## config.mk

```make
export PLATFORM = sky130hd
export DESIGN_NAME = stacker_row_mover_flat
export DESIGN_NICKNAME = d
export VERILOG_FILES = /design/src/rtl/stacker_pkg.sv /design/src/rtl/stacker_row_mover_if.sv /design/src/rtl/stacker_step_timer.sv /design/src/rtl/stacker_row_mover.sv /design/src/flat_wrapper.sv
export SDC_FILE = /design/constraint.sdc
export NUM_CORES = 1
export LEC_CHECK = 0
export CORE_AREA = 3 3 75 130
export CTS_CLUSTER_DIAMETER = 120
export DETAILED_ROUTE_END_ITERATION = 12
export DIE_AREA = 0 0 78 133
export PLACE_DENSITY_LB_ADDON = 0.3
export SKIP_CTS_REPAIR_TIMING = 1
export SYNTH_ARGS = -nofsm -noshare
export SYNTH_HDL_FRONTEND = slang
export SYNTH_HIERARCHICAL = 1
export SYNTH_SLANG_ARGS = --single-unit
```

## constraint.sdc

```tcl
create_clock -name clk -period 4.5 [get_ports clk]
set_clock_uncertainty 0.1 [all_clocks]
set_input_delay 0.675 -clock clk [delete_from_list [all_inputs] [get_ports clk]]
set_output_delay 0.675 -clock clk [all_outputs]
set_load 0.05 [all_outputs]
```

## src/rtl/stacker_pkg.sv

```systemverilog
// Shared types for the stacker row mover.
// Holds the FSM state encoding and direction constants.
package stacker_pkg;

  typedef enum logic [1:0] {
    IDLE,
    MOVE_R,
    MOVE_L,
    STOPPED
  } state_e;

  localparam logic DIR_RIGHT = 1'b0;
  localparam logic DIR_LEFT  = 1'b1;
  localparam int   PERIOD_W  = 25;

endpackage

```

## src/rtl/stacker_row_mover_if.sv

```systemverilog
// Control/status bundle between game control and the row mover.
// master drives controls, slave (the mover) drives row status.
interface stacker_row_mover_if #(
  parameter int X_W  = 10,
  parameter int NB_W = 2
);

  logic            enable;
  logic            start;
  logic            stop;
  logic [NB_W-1:0] num_blocks;
  logic [X_W-1:0]  x_pos;
  logic [X_W-1:0]  row_w;
  logic            dir;
  logic            moving;
  logic            stopped;
  logic            stop_pulse;

  modport master (
    output enable, start, stop, num_blocks,
    input  x_pos, row_w, dir, moving, stopped, stop_pulse
  );

  modport slave (
    input  enable, start, stop, num_blocks,
    output x_pos, row_w, dir, moving, stopped, stop_pulse
  );

endinterface

```

## src/rtl/stacker_step_timer.sv

```systemverilog
// Free-running step divider: strobes step when count hits period-1.
// clear restarts the count; run gates counting.
module stacker_step_timer #(
  parameter int P_W = 25
) (
  input  logic           clk,
  input  logic           rst_n,
  input  logic           run,
  input  logic           clear,
  input  logic [P_W-1:0] period,
  output logic           step
);

  localparam logic [P_W-1:0] ONE = P_W'(1);

  logic [P_W-1:0] cnt_q, cnt_d;

  always_comb begin
    cnt_d = cnt_q;
    step  = 1'b0;
    if (clear) begin
      cnt_d = '0;
    end else if (run) begin
      if (cnt_q == period - ONE) begin
        cnt_d = '0;
        step  = 1'b1;
      end else begin
        cnt_d = cnt_q + ONE;
      end
    end
  end

  always_ff @(posedge clk or negedge rst_n) begin
    if (!rst_n) cnt_q <= '0;
    else        cnt_q <= cnt_d;
  end

endmodule

```

## src/rtl/stacker_row_mover.sv

```systemverilog
// Sweeps a row of blocks between x=0 and the right edge, freezing on stop.
// Define STACKER_SPEEDUP_EN to shorten the step period on each relaunch.
module stacker_row_mover
  import stacker_pkg::*;
#(
  parameter int                  X_W         = 10,
  parameter int                  SCREEN_W    = 640,
  parameter int                  BLOCK_W     = 48,
  parameter int                  MAX_BLOCKS  = 3,
  parameter int                  NB_W        = 2,
  parameter logic [PERIOD_W-1:0] STEP_PERIOD = 25'd5_000_000,
  parameter logic [PERIOD_W-1:0] MIN_PERIOD  = 25'd1_000_000,
  parameter logic [PERIOD_W-1:0] SPEED_STEP  = 25'd500_000
) (
  input logic                clk,
  input logic                resetn,
  stacker_row_mover_if.slave io
);

`ifdef STACKER_SPEEDUP_EN
  localparam bit SPEEDUP = 1'b1;
`else
  localparam bit SPEEDUP = 1'b0;
`endif

  localparam logic [X_W:0]    BW     = (X_W+1)'(BLOCK_W);
  localparam logic [X_W:0]    SW     = (X_W+1)'(SCREEN_W);
  localparam logic [NB_W-1:0] NB_ONE = NB_W'(1);
  localparam logic [NB_W-1:0] NB_MAX = NB_W'(MAX_BLOCKS);

  state_e              state_q, state_d;
  logic [X_W-1:0]      x_q, x_d;
  logic [X_W-1:0]      row_w_q, row_w_d;
  logic                dir_q, dir_d;
  logic                moving_q, moving_d;
  logic                stopped_q, stopped_d;
  logic                pulse_q, pulse_d;
  logic [PERIOD_W-1:0] period_q, period_d;
  logic [PERIOD_W-1:0] faster;

  logic            step, run, clr;
  logic [NB_W-1:0] nb;
  logic [X_W:0]    x_ext, x_fwd, limit, row_new, limit_new;
  logic [X_W-1:0]  x_back;
  logic            fits_r, fits_l;

  always_comb begin
    nb = io.num_blocks;
    unique case (1'b1)
      (io.num_blocks == '0):   nb = NB_ONE;
      (io.num_blocks > NB_MAX): nb = NB_MAX;
      default: ;
    endcase
  end

  // All x math is one bit wider so x+BLOCK_W cannot wrap.
  assign row_new   = {{(X_W+1-NB_W){1'b0}}, nb} * BW;
  assign limit_new = SW - row_new;
  assign limit     = SW - {1'b0, row_w_q};
  assign x_ext     = {1'b0, x_q};
  assign x_fwd     = x_ext + BW;
  assign x_back    = x_q - BW[X_W-1:0];
  assign fits_r    = (x_fwd <= limit);
  assign fits_l    = (x_ext >= BW);

  assign faster = (period_q - MIN_PERIOD >= SPEED_STEP) ?
                  period_q - SPEED_STEP : MIN_PERIOD;

  assign run = io.enable &
               ((state_q == MOVE_R) | (state_q == MOVE_L));

  stacker_step_timer #(
    .P_W (PERIOD_W)
  ) u_timer (
    .clk    (clk),
    .rst_n  (resetn),
    .run    (run),
    .clear  (clr),
    .period (period_q),
    .step   (step)
  );

  always_comb begin
    state_d  = state_q;
    x_d      = x_q;
    row_w_d  = row_w_q;
    dir_d    = dir_q;
    period_d = period_q;
    clr      = 1'b0;
    if (io.enable) begin
      unique case (state_q)
        IDLE, STOPPED: begin
          if (io.start) begin
            state_d = MOVE_R;
            dir_d   = DIR_RIGHT;
            row_w_d = row_new[X_W-1:0];
            clr     = 1'b1;
            // A wider row may no longer fit at the frozen x.
            if (x_ext > limit_new) x_d = limit_new[X_W-1:0];
            if (state_q == IDLE) period_d = STEP_PERIOD;
            else if (SPEEDUP)    period_d = faster;
          end
        end
        MOVE_R: begin
          if (io.stop) begin
            state_d = STOPPED;
          end else if (step) begin
            if (fits_r) begin
              x_d = x_fwd[X_W-1:0];
            end else begin
              state_d = MOVE_L;
              dir_d   = DIR_LEFT;
              if (fits_l) x_d = x_back;
            end
          end
        end
        MOVE_L: begin
          if (io.stop) begin
            state_d = STOPPED;
          end else if (step) begin
            if (fits_l) begin
              x_d = x_back;
            end else begin
              state_d = MOVE_R;
              dir_d   = DIR_RIGHT;
              if (fits_r) x_d = x_fwd[X_W-1:0];
            end
          end
        end
        default: ;
      endcase
    end
    moving_d  = (state_d == MOVE_R) | (state_d == MOVE_L);
    stopped_d = (state_d == STOPPED);
    pulse_d   = stopped_d & (state_q != STOPPED);
  end

  always_ff @(posedge clk or negedge resetn) begin
    if (!resetn) begin
      state_q   <= IDLE;
      x_q       <= '0;
      row_w_q   <= '0;
      dir_q     <= DIR_RIGHT;
      moving_q  <= 1'b0;
      stopped_q <= 1'b0;
      pulse_q   <= 1'b0;
      period_q  <= STEP_PERIOD;
    end else begin
      state_q   <= state_d;
      x_q       <= x_d;
      row_w_q   <= row_w_d;
      dir_q     <= dir_d;
      moving_q  <= moving_d;
      stopped_q <= stopped_d;
      pulse_q   <= pulse_d;
      period_q  <= period_d;
    end
  end

  assign io.x_pos      = x_q;
  assign io.row_w      = row_w_q;
  assign io.dir        = dir_q;
  assign io.moving     = moving_q;
  assign io.stopped    = stopped_q;
  assign io.stop_pulse = pulse_q;

endmodule

```

## src/flat_wrapper.sv

```systemverilog
// flat-port wrapper written by rule: the top's interface ports become plain ports
module stacker_row_mover_flat import stacker_pkg::*;
#(
  parameter int                  X_W         = 10,
  parameter int                  SCREEN_W    = 640,
  parameter int                  BLOCK_W     = 48,
  parameter int                  MAX_BLOCKS  = 3,
  parameter int                  NB_W        = 2,
  parameter logic [PERIOD_W-1:0] STEP_PERIOD = 25'd5_000_000,
  parameter logic [PERIOD_W-1:0] MIN_PERIOD  = 25'd1_000_000,
  parameter logic [PERIOD_W-1:0] SPEED_STEP  = 25'd500_000
)
  (clk, resetn, io_enable, io_start, io_stop, io_num_blocks, io_x_pos, io_row_w, io_dir, io_moving, io_stopped, io_stop_pulse);
  stacker_row_mover_if #(.X_W(X_W), .NB_W(NB_W)) io_i ();
  input logic clk;
  input logic resetn;
  input wire logic [$bits(io_i.enable)-1:0] io_enable;
  input wire logic [$bits(io_i.start)-1:0] io_start;
  input wire logic [$bits(io_i.stop)-1:0] io_stop;
  input wire logic [$bits(io_i.num_blocks)-1:0] io_num_blocks;
  output wire logic [$bits(io_i.x_pos)-1:0] io_x_pos;
  output wire logic [$bits(io_i.row_w)-1:0] io_row_w;
  output wire logic [$bits(io_i.dir)-1:0] io_dir;
  output wire logic [$bits(io_i.moving)-1:0] io_moving;
  output wire logic [$bits(io_i.stopped)-1:0] io_stopped;
  output wire logic [$bits(io_i.stop_pulse)-1:0] io_stop_pulse;
  assign io_i.enable = io_enable;
  assign io_i.start = io_start;
  assign io_i.stop = io_stop;
  assign io_i.num_blocks = io_num_blocks;
  assign io_x_pos = io_i.x_pos;
  assign io_row_w = io_i.row_w;
  assign io_dir = io_i.dir;
  assign io_moving = io_i.moving;
  assign io_stopped = io_i.stopped;
  assign io_stop_pulse = io_i.stop_pulse;
  stacker_row_mover #(.X_W(X_W), .SCREEN_W(SCREEN_W), .BLOCK_W(BLOCK_W), .MAX_BLOCKS(MAX_BLOCKS), .NB_W(NB_W), .STEP_PERIOD(STEP_PERIOD), .MIN_PERIOD(MIN_PERIOD), .SPEED_STEP(SPEED_STEP)) u_core (.clk(clk), .resetn(resetn), .io(io_i));
endmodule
```

# After elaboration in Yosys (flattened, before gate mapping)
# Cells that the tools add are included.
[totals] register_bits=45 input_bits=7 output_inout_bits=24 elab_cells=85
[op_classes] n_addsub=5 n_mul=1 n_lt_le_gt_ge=4 eq_ne=18 n_mux=38 bitwise=4 reduce_logical=7
[ops] operator="2-to-1 mux 10 bit" count=10
[ops] operator="2-to-1 mux 25 bit" count=3
[ops] operator="case mux 10 bit (3 select lines)" count=1
[ops] operator="adder 25 x 1 -> 25 bit (second input constant)" count=1
[ops] operator="== test 25 x 23 -> 1 bit (second input constant)" count=1
[ops] operator="subtractor 10 x 8 -> 11 bit (first input constant)" count=2
[ops] operator="2-to-1 mux 2 bit" count=8
[ops] operator="2-to-1 mux 1 bit" count=13
[ops] operator="!= test 2 bit (second input constant)" count=6
[ops] operator="adder 10 x 6 -> 11 bit (second input constant)" count=1
[ops] operator="greater-than comparator 10 x 11 -> 1 bit" count=1
[ops] operator="<= comparator 11 bit" count=1
[ops] operator=">= comparator 10 x 6 -> 1 bit (second input constant)" count=1
[ops] operator="subtractor 10 x 6 -> 10 bit (second input constant)" count=1
[ops] operator="AND reduction 9 bit" count=1
[ops] operator="== test 2 bit (second input constant)" count=4
[ops] operator="AND reduction 8 bit" count=1
[ops] operator="!= test 2 x 1 -> 1 bit (second input constant)" count=3
[ops] operator="!= test 3 x 1 -> 1 bit (second input constant)" count=2
[ops] operator="case mux 2 bit (3 select lines)" count=1
[ops] operator="== test 2 x 1 -> 1 bit (second input constant)" count=2
[ops] operator="logical NOT 2 bit" count=2
[ops] operator="multiplier 2 x 2 -> 4 bit (second input constant)" count=1
[ops] operator="case mux 2 bit (2 select lines)" count=1
[ops] operator="7 further kinds" count=9

# Longest topological paths before layout
[depth] ltp_word=11 ltp_mapped=16 ltp_nobuf=16

# By module
# Netlist, hierarchy kept.
[by_module_without_submodules] module="stacker_step_timer" n_inst=1 cells_each=274 area_each_um2=2259.7 seq_area_each_um2=625.6
[by_module_without_submodules] module="stacker_row_mover" n_inst=1 cells_each=208 area_each_um2=1649.1 seq_area_each_um2=400.4

# Worst setup path before layout
# Ideal clock, no wire load.
[synth_path] path_type="reg-to-reg" from="register u_core.u_timer.cnt_q[24]" to="register u_core.pulse_q, in the netlist u_core/io.stop_pulse" setup_ns=0.118 arrival_ns=3.289 required_ns=4.282 setup_slack_ns=0.993 path_stages_with_launch=13 path_buffers=0 period_less_slack_ns=3.507 path_cell_list="dfrtp_1 xnor2_1 or4b_2 and3_1 or4_1 nor3_1 and3_1 nand2_1 a21oi_1 nand2_1 a311o_1 ha_1 nor2b_1"
[synth_between] elab_chain_len=10 word_cells_on_any_way=12 classes_between="2 x eq/ne; 9 x mux; 1 x bitwise"
[synth_lines] item="start, declared" line_no="stacker_step_timer.sv:16" rtl="logic [P_W-1:0] cnt_q, cnt_d;"
[synth_lines] item="start signal, assigned" line_no="stacker_step_timer.sv:35" rtl="else cnt_q <= cnt_d;"
[synth_lines] item="== test 25 x 23 -> 1 bit (*)" line_no="stacker_step_timer.sv:24" rtl="if (cnt_q == period - ONE) begin"
[synth_lines] item="2-to-1 mux 1 bit (*)" line_no="stacker_step_timer.sv:24"
[synth_lines] item="2-to-1 mux 1 bit (*)" line_no="stacker_step_timer.sv:23" rtl="end else if (run) begin"
[synth_lines] item="2-to-1 mux 1 bit (*)" line_no="stacker_step_timer.sv:21" rtl="if (clear) begin"
[synth_lines] item="net u_core.step" line_no="stacker_row_mover.sv:41" rtl="logic step, run, clr;"
[synth_lines] item="2-to-1 mux 2 bit, on equally long branches" line_no="stacker_row_mover.sv:120, stacker_row_mover.sv:107"
[synth_lines] item="2-to-1 mux 2 bit, on equally long branches" line_no="stacker_row_mover.sv:118, stacker_row_mover.sv:105"
[synth_lines] item="case mux 2 bit (3 select lines) (*)" line_no="stacker_row_mover.sv:91" rtl="unique case (state_q)"
[synth_lines] item="2-to-1 mux 2 bit (*)" line_no="stacker_row_mover.sv:90" rtl="if (io.enable) begin"
[synth_lines] item="net u_core.state_d[1]" line_no="stacker_row_mover.sv:31" rtl="state_e state_q, state_d;"
[synth_lines] item="== test 2 bit (*)" line_no="stacker_row_mover.sv:134" rtl="stopped_d = (state_d == STOPPED);"
[synth_lines] item="net u_core.stopped_d" line_no="stacker_row_mover.sv:36" rtl="logic stopped_q, stopped_d;"
[synth_lines] item="AND 1 bit (*)" line_no="stacker_row_mover.sv:135" rtl="pulse_d = stopped_d & (state_q != STOPPED);"
[synth_lines] item="net u_core.pulse_d" line_no="stacker_row_mover.sv:37" rtl="logic pulse_q, pulse_d;"
[synth_lines] item="end signal, assigned" line_no="stacker_row_mover.sv:155" rtl="pulse_q <= pulse_d;"
[synth_lines] item="end, declared" line_no="stacker_row_mover.sv:37"
# The timed path passes the listed nets; every way through them passes the cells marked *.
# A chain may end at the register's enable or synchronous reset.

# Worst setup path after layout
# Same ends and word-level chain as after synthesis.

==> out/metrics.yaml <==
sta:
  period_share_pct: 86.6
  fmax_ghz: 0.257
  setup_ws_ns: 0.603
  whs_ns: 0.441
  hold_violations: 0
  fin_tns_setup_ns: 0
  slew_violations: 0
  tightest_slew_ns: 0.948
  min_period_ns: 3.90
  rsz0062_at_grt: "no"
  slew-limit-headroom_pct: 36.8
  finalSetupViolCount: 0
pwr:
  powerDensity_mw_per_mm2: 533
  leakage_uw: 0.00206
  max-vdd-ir-drop_mv: 0.454
job:
  maxCapViolCount: 0
route:
  first_iter_violations: 160
  routedWlPerCell_um: 15.0
  firstDrtPassIters: 4
  drtAntennaViolNets: 0
  drcViolationCount: 0
  vias_per_cell: 5.29
  routed_wirelength_um: 10600
  vias: 3731
floorplanning:
  die_h_um: 133
  initial_utilization_pct: 44.5
  die_width_um: 78
  dieArea_sq_mm: 0.0104
  rows: 45
  core-area_sq_mm: 0.00878
  io_pins: 31
clock_network:
  cts_tree: "yes"
  clockBufferDepth: 2
  clkTransAtPathRegs_ns: 0.06
  cts_root_buf: "clkbuf_16"
  cts_made_buffers: 5
  htreeDepth: 2
  cts_sinks: 41
  clk_latency_ns: 0.28
worst_setup_path:
  r2r_slack_ns: 0.60
  crit_arrival_ns: 4.01
  path_max_fanout: 4
  r2r-start: "u_core/u_timer/cnt_q[24]"
  endpoint_kind: "register"
  start_kind: "register"
  worstSetupPathType: "reg2reg"
  crit_end: "u_core/io.stop_pulse"
  r2r_end: "u_core/io.stop_pulse"
  cp_data_required_time_ns: 4.61
  ff2ff_path_depth: 12
  startpoint: "u_core/u_timer/cnt_q[24]"
logic_synthesis:
  avgSynthCellArea_sq_um: 8.11
  synth_edf_count: 0
  synth_top_area_cell: "dfrtp_1"
  yosys_warnings: 6
  synth_cell_types: 70
  seq_area_frac_synth_pct: 26.2
  syn-cell-area_sq_mm: 0.00391
  synth_top_area_share_pct: 26.2
  synthArstFlopShare_pct: 100
  synth.area.top_cells: "dfrtp_1 26%, ha_1 6.7%, xnor2_1 6.7%"
  synthCells: 482
  ys_ff_latch: 41
  synth_ff_type: "dfrtp_1"
finish:
  diodes: 0
  fill_cells: 877
  multi_input_area_sq_mm: 0.00301
  fin_util_pct: 53.0
  fin_cells: 705
  syn_to_final_growth_pct: 19.2
  final_nets: 616
  drive_above_1_share_pct: 4.59
  regArea_sq_mm: 0.00103
global_routing:
  antenna_found_initial: 0
  grt_max_degree: 42
  grt.overflow.total: 0
  grt_pass1_wl_um: 17600
  grt_pass1_vias: 3781
  grt_util_all_layers_pct: 21.2
place:
  gp_congestion: 0.961
  hpwl_um: 8450
  dp_cells: 698
  dpl_worst_slack_ns: 0.584
  portBuffers: 20
hold_path:
  hold_path.class: "in2async"
status:
  outcome: "finished, final reports clean"
flip-flops by register name (all words and copies together) (netlist names):
register / cells
u_core/io.stopped: 1
u_core/state_q: 2
u_core/io.row_w: 4
u_core/io.stop_pulse: 1
u_core/io.moving: 1
u_core/u_timer/cnt_q: 25
u_core/io.x_pos: 6
u_core/io.dir: 1
cell families after synthesis:
logic type / after synthesis / share of synthesized area (%)
AO/OA/AOI/OAI: 104 / 18.4
XOR/XNOR: 59 / 13.2
adder cells (fa/ha/maj): 21 / 6.72
buffers and inverters: 48 / 6.21
flip-flops: 41 / 26.2
multiplexers: 1 / 0.256
other: 2 / 0.192
AND/OR/NAND/NOR: 206 / 28.7
cell usage after synthesis, drive strengths merged, types with 3 or more instances:
cell and count:
inv 25, a21oi 21, dfrtp 41, or3 8
xnor2 30, or4 4, a2111oi 3, nand2b 6
nor3b 3, o211ai 10, nand3 30, nor2 50
o21a 4, nor4 6, o21ai 20, a211o 3
xor2 29, nand2 36, nor3 21, o2bb2ai 3
o31ai 4, a211oi 7, nand4b 3, clkbuf 4
and3 7, buf 19, ha 21, a31oi 8
nand4 11, a21o 6, nor2b 6, o41ai 3
and2 6
through the flow:
stage | instance area [sq um] | total power [uW]
5_1_grt | 4660 | 2650
2_1_floorplan | 4280 | 1630
3_3_place_gp | 4500 | 2030
3_5_place_dp | 4500 | 2070
4_1_cts | 4660 | 2480
6_report | 4660 | 2480
power breakdown:
group	switching, uW	internal (uW)
Combinational	989	529
Sequential	122	444
Clock	141	257
Total	1250	1230
critical path: stages, from the launching register on:
cell     delay [ns]
dfrtp_1        0.40
xnor2_1        0.32
or4b_2         0.62
and3_1         0.23
or4_1          0.50
nor3_1         0.32
and3_1         0.25
o21ai_1        0.06
nor3b_1        0.17
a221o_1        0.29
a31oi_1        0.24
ha_1           0.21
nor2b_1        0.13
placed cells by master, fill, tap and decap left out, types with 2 or more instances in the layout:
cell / netlist / layout
conb_1: 2 / 100
o2bb2ai_1: 3 / 3
nor3b_1: 3 / 3
nand3_1: 29 / 29
nand4bb_1: 2 / 2
dfrtp_1: 41 / 41
inv_1: 25 / 25
o41ai_1: 2 / 2
and2_1: 6 / 6
or3_1: 8 / 8
xnor2_1: 30 / 30
buf_4: 13 / 4
nor4_1: 5 / 5
nand4b_1: 3 / 3
nand4_1: 10 / 10
a21o_1: 6 / 6
nor2_1: 49 / 49
nand2_1: 35 / 35
a31oi_1: 8 / 8
o211ai_1: 10 / 10
o21ai_0: 18 / 18
ha_1: 21 / 21
a41oi_1: 2 / 2
o21a_1: 4 / 4
or4_1: 3 / 3
a211oi_1: 7 / 7
a211o_1: 3 / 3
clkbuf_16: 0 / 5
a21oi_1: 20 / 20
clkdlybuf4s50_1: 0 / 19
xor2_1: 29 / 29
nand2b_1: 6 / 6
nor2b_1: 6 / 6
o31ai_1: 4 / 4
and3_1: 7 / 7
nor3_1: 19 / 19
how the worst min path moves through the flow:
stage / from / endpoint / depth (start not counted)
finish: resetn / u_core/io.row_w[5] / 1
global route: u_core/io.row_w[7] / u_core/io.row_w[7] / 1
CTS: u_core/io.dir / u_core/io.dir / 2
detailed placement: u_core/io.dir / u_core/io.dir / 2
global placement: u_core/io.dir / u_core/io.dir / 2
floorplan: resetn / u_core/io.dir / 0
layout make-up:
cell class | instances | area share (%)
Clock buffer | 5 | 2.69
Inverter | 25 | 2.01
Multi-Input combinational cell | 491 | 64.6
Timing Repair Buffer | 24 | 4.83
Clock inverter | 2 | 0.752
Sequential cell | 41 | 22.0
Tap cell | 117 | 3.14
layer usage:
layer | GRT usage [%] | share of wire (%)
met5 | 0 | 0
met4 | 15.4 | 7.8
met3 | 2.04 | 2.3
met2 | 40.1 | 56
met1 | 20.6 | 34
(Power assumes the default switching activity.)
